==> src/rtl/line_buffer_reader.sv <==
// Line buffer FIFO with a combinational read port (rd_data = storage[rd_ptr]).
// Optional sticky overflow flag: define LINE_BUFFER_OVERFLOW_FLAG_EN.
module line_buffer_reader #(
    parameter int unsigned DATA_W = 8,
    parameter int unsigned DEPTH  = 11
) (
    input  logic              clk,
    input  logic              rst,
    input  logic [DATA_W-1:0] data_in,
    input  logic              data_valid,
    output logic              wr_ready,
    output logic [DATA_W-1:0] rd_data,
    output logic              rd_valid,
    input  logic              rd_ready,
    output logic [3:0]        count,
    output logic              full,
    output logic              empty
`ifdef LINE_BUFFER_OVERFLOW_FLAG_EN
    ,
    output logic              overflow
`endif
);

    localparam int unsigned PTR_W = 4;
    localparam logic [PTR_W-1:0] DEPTH_C = PTR_W'(DEPTH);
    localparam logic [PTR_W-1:0] LAST_C  = PTR_W'(DEPTH - 1);

    logic [DATA_W-1:0] r_mem [DEPTH];
    logic [PTR_W-1:0]  r_wr_ptr;
    logic [PTR_W-1:0]  r_rd_ptr;
    logic [PTR_W-1:0]  r_count;

    logic w_full;
    logic w_empty;
    logic w_wr_en;
    logic w_rd_en;

    // Flags decode registered count only; a full buffer drops a write even if a read frees space.
    assign w_full  = (r_count == DEPTH_C);
    assign w_empty = (r_count == '0);
    assign w_wr_en = data_valid && !w_full;
    assign w_rd_en = rd_ready && !w_empty;

    assign full     = w_full;
    assign empty    = w_empty;
    assign wr_ready = !w_full;
    assign rd_valid = !w_empty;
    assign count    = r_count;
    assign rd_data  = r_mem[r_rd_ptr];

    // Storage is never cleared, not even by reset.
    always_ff @(posedge clk) begin
        if (!rst && w_wr_en) begin
            r_mem[r_wr_ptr] <= data_in;
        end
    end

    always_ff @(posedge clk) begin
        if (rst) begin
            r_wr_ptr <= '0;
        end else if (w_wr_en) begin
            r_wr_ptr <= (r_wr_ptr == LAST_C) ? '0 : r_wr_ptr + PTR_W'(1);
        end
    end

    always_ff @(posedge clk) begin
        if (rst) begin
            r_rd_ptr <= '0;
        end else if (w_rd_en) begin
            r_rd_ptr <= (r_rd_ptr == LAST_C) ? '0 : r_rd_ptr + PTR_W'(1);
        end
    end

    always_ff @(posedge clk) begin
        if (rst) begin
            r_count <= '0;
        end else begin
            case ({w_wr_en, w_rd_en})
                2'b10:   r_count <= r_count + PTR_W'(1);
                2'b01:   r_count <= r_count - PTR_W'(1);
                default: r_count <= r_count;
            endcase
        end
    end

`ifdef LINE_BUFFER_OVERFLOW_FLAG_EN
    logic r_overflow;

    always_ff @(posedge clk) begin
        if (rst) begin
            r_overflow <= 1'b0;
        end else if (data_valid && w_full) begin
            r_overflow <= 1'b1;
        end
    end

    assign overflow = r_overflow;
`endif

endmodule

==> config.mk <==
export PLATFORM = sky130hd
export DESIGN_NAME = line_buffer_reader
export DESIGN_NICKNAME = d
export VERILOG_FILES = /design/src/rtl/line_buffer_reader.sv
export SDC_FILE = /design/constraint.sdc
export NUM_CORES = 1
export LEC_CHECK = 0
export BUFFER_PORTS_ARGS = -buffer_cell sky130_fd_sc_hd__buf_2
export CAP_MARGIN = 20
export CORE_ASPECT_RATIO = 0.9
export CORE_UTILIZATION = 45
export CTS_CLUSTER_DIAMETER = 100
export DETAILED_ROUTE_END_ITERATION = 8
export PLACE_DENSITY_LB_ADDON = 0.3
export SETUP_SLACK_MARGIN = 0.4
export SLEW_MARGIN = 20
export SYNTH_ARGS = -nofsm -noshare
export SYNTH_HDL_FRONTEND = slang
export SYNTH_SLANG_ARGS = --single-unit
==> constraint.sdc <==
create_clock -name clk -period 6.57 [get_ports clk]
set_input_delay 1.314 -clock clk [delete_from_list [all_inputs] [get_ports clk]]
set_output_delay 1.314 -clock clk [all_outputs]
set_load 0.1 [all_outputs]
==> out/qor.csv <==
metric,value,unit
Fin. Hold Viols,0,
synth unique cells,40,
Pleak,1.51,nW
clock transition at the registers of the reported paths,90,ps
Peak Freq,277,MHz
Clock Latency Late Sink,360,ps
# hold bufs at CTS,0,
Post-synth EDFFs,88,
vias in the first global route,2282,
R2R Path Start,count[0],
design area,4580,µm²
Relative slew margins,36.9,%
Placed Area,4390,µm²
max_cap viols,0,
Sequential Area,2960,µm²
Critical Path Start Type,flip-flop,
Total Routed Length,7.72,mm
flop-to-flop setup slack,3930,ps
sw power,666,µW
I/O pin cnt,28,
largest net degree at the start of global routing,25,
layout cells sized above 1,23.9,%
# diodes,0,
CTS tree,done,
Hold Path Sink,r_rd_ptr[3],
starting density of the core,47.4,%
TNS Setup,0,ps
via count,2223,
total global routing overflow,0,
critical path peak fanout,16,
Routed Antenna Nets,0,
sequential area share after synthesis,71.3,%
Fin Clk Skew,9.29,ps
synthesized net count,274,
Chip Height,93.1,µm
Crit path required time,5260,ps
Yosys top cell area share,63.6,%
DRC Markers,0,
per-cell routed wire length,18.9,µm
switch share,38.9,%
hold path startpoint,r_rd_ptr[3],
Worst Setup End Kind,output port,
Die W,103,µm
Final Cycle Share,54.9,%
setup bufs post-CTS,0,
area of the multi-input gates,1110,µm²
CTS max path bufs,2,
full die area,9620,µm²
most frequent cells after synthesis,"edfxtp_1, a21oi_1, nor2_1, dfxtp_1, mux4_2",
main flop type after synthesis,edfxtp_1,
NumNets Final,301,
CTS root buffer,clkbuf_8,
most frequent cell after synthesis,edfxtp_1,
Max Transition Viols Final,0,
"area leader, netlist",edfxtp_1,
initial antenna violation count,0,
Clock Sink Count,104,
Final Util,52.3,%
Area contributors post-synth,"edfxtp_1, mux4_2, dfxtp_1",
Initial DRC Count,173,
async set-reset flop share out of synthesis,0,%
Post-Syn Area,4150,µm²
#FFs+latches synth,104,
syn avg cell area,16.1,µm²
routed vias/inst,5.45,
Internal,1.05,mW
Fill cells,714,
Clock Power Share,21.9,%
RSZ-0062 raised after global routing,no,
post-DP HPWL,5.02,mm
P&R area growth vs syn,10.3,%
CTS buffer count,9,
Placer Congestion,0.782,
Buffers on Ports,27,
num rows,32,
Floorplan Core Area,8770,µm²
worst min path class,reg2reg,
power per cell area,374,nW/µm²
Synth warnings,0,
CTS resizes,0,
worst r2r path cells,8,
Seq pwr share,44.8,%
"Arr. time, crit path",2290,ps
Gate power share,33.4,%
status,finished clean,
Peak VDD IR,0.295,mV
Mapped Cells,258,
first-pass GRT wire length,12.4,mm
Crit Reg-Reg Endpoint,count[3],
H-tree depth,3,
Tightest Pin Transition,944,ps
DRT Pass-1 Iters,4,
worst hold stages,2,
Final min period,3610,ps
GRT Total Usage,18.2,%
final setup violating endpoints,0,
Crit Path Class,reg2out,
## critical path, cell delays in order (launching register included)
cell     delay [ps]
dfxtp_1         870
mux4_2          420
o21ai_0         270
nand2_1          90
buf_2           300
## metrics by stage
stage	cells	hold slack (ps)	worst slack (ps)	power (mW)
finish	408	499	2960	1.71
global route	408	542	2790	1.79
CTS	408	492	2880	1.73
detailed placement	393	472	3270	1.36
global placement	393	483	3080	1.35
floorplan	258	450	2360	1.27
## worst max path at each step
stage,from,end,slack (ps),cells past startpoint
final,flip-flop,rd_data[3],2960,4
after global routing,flip-flop,rd_data[3],2790,4
after CTS,flip-flop,rd_data[3],2880,4
after detailed placement,flip-flop,rd_data[3],3270,4
after global placement,rst,r_mem[0][2],3080,3
after floorplan,count[3],full,2360,2
## sequential cells by signal (all words and copies together), names as in the netlist, named ones only
name	flops
count	4
r_mem	88
r_rd_ptr	4
r_wr_ptr	4
## layout make-up
cell class              count  share of cell area (%)
well taps                 119                    3.25
clock inverters             6                    1.34
multi-input cells         134                    24.2
flip-flops and latches    104                    64.7
repair buffers             29                    3.28
inverters                   7                   0.573
clock buffers               9                    2.70
## routing by layer
layer | routed length (µm) | vias to the layer above | GRT usage [%]
met5 | 0 | - | 0
met4 | 31 | 0 | 3.17
met2 | 3870 | 52 | 29.1
met3 | 429 | 2 | 5.46
met1 | 3390 | 1117 | 25.1
li1 | - | 1052 | -
## cells in the final DEF, fill, tap and decap left out, types with 5 or more instances in the layout
master / instances
nand2_1: 11
inv_1: 6
nand3_1: 5
a21oi_1: 20
mux2i_1: 8
a22oi_1: 7
buf_2: 27
mux4_2: 16
edfxtp_1: 88
nor2_1: 16
o21ai_1: 5
dfxtp_1: 16
clkbuf_8: 9
o21ai_0: 10
## power by group through the flow
stage                     logic [mW]  registers, mW  clock network (mW)
final                          0.571          0.767               0.375
after CTS                      0.577          0.767               0.384
after global placement         0.572          0.782                   0
after detailed placement       0.576          0.783                   0
after global routing           0.606          0.772               0.408
after floorplan                0.433          0.838                   0
## cell families after synthesis
| family | count (synthesis) | share of synthesized area, % |
|---|---|---|
| buffers and inverters | 20 | 2.14 |
| and+or+nand+nor | 57 | 7.44 |
| muxes | 24 | 10.6 |
| xor gates and xnor gates | 3 | 0.633 |
| AOI/OAI and AO/OA | 46 | 6.45 |
| adders and majority gates | 4 | 1.39 |
| DFF | 104 | 71.3 |
Power figures use the tool's default switching activity.
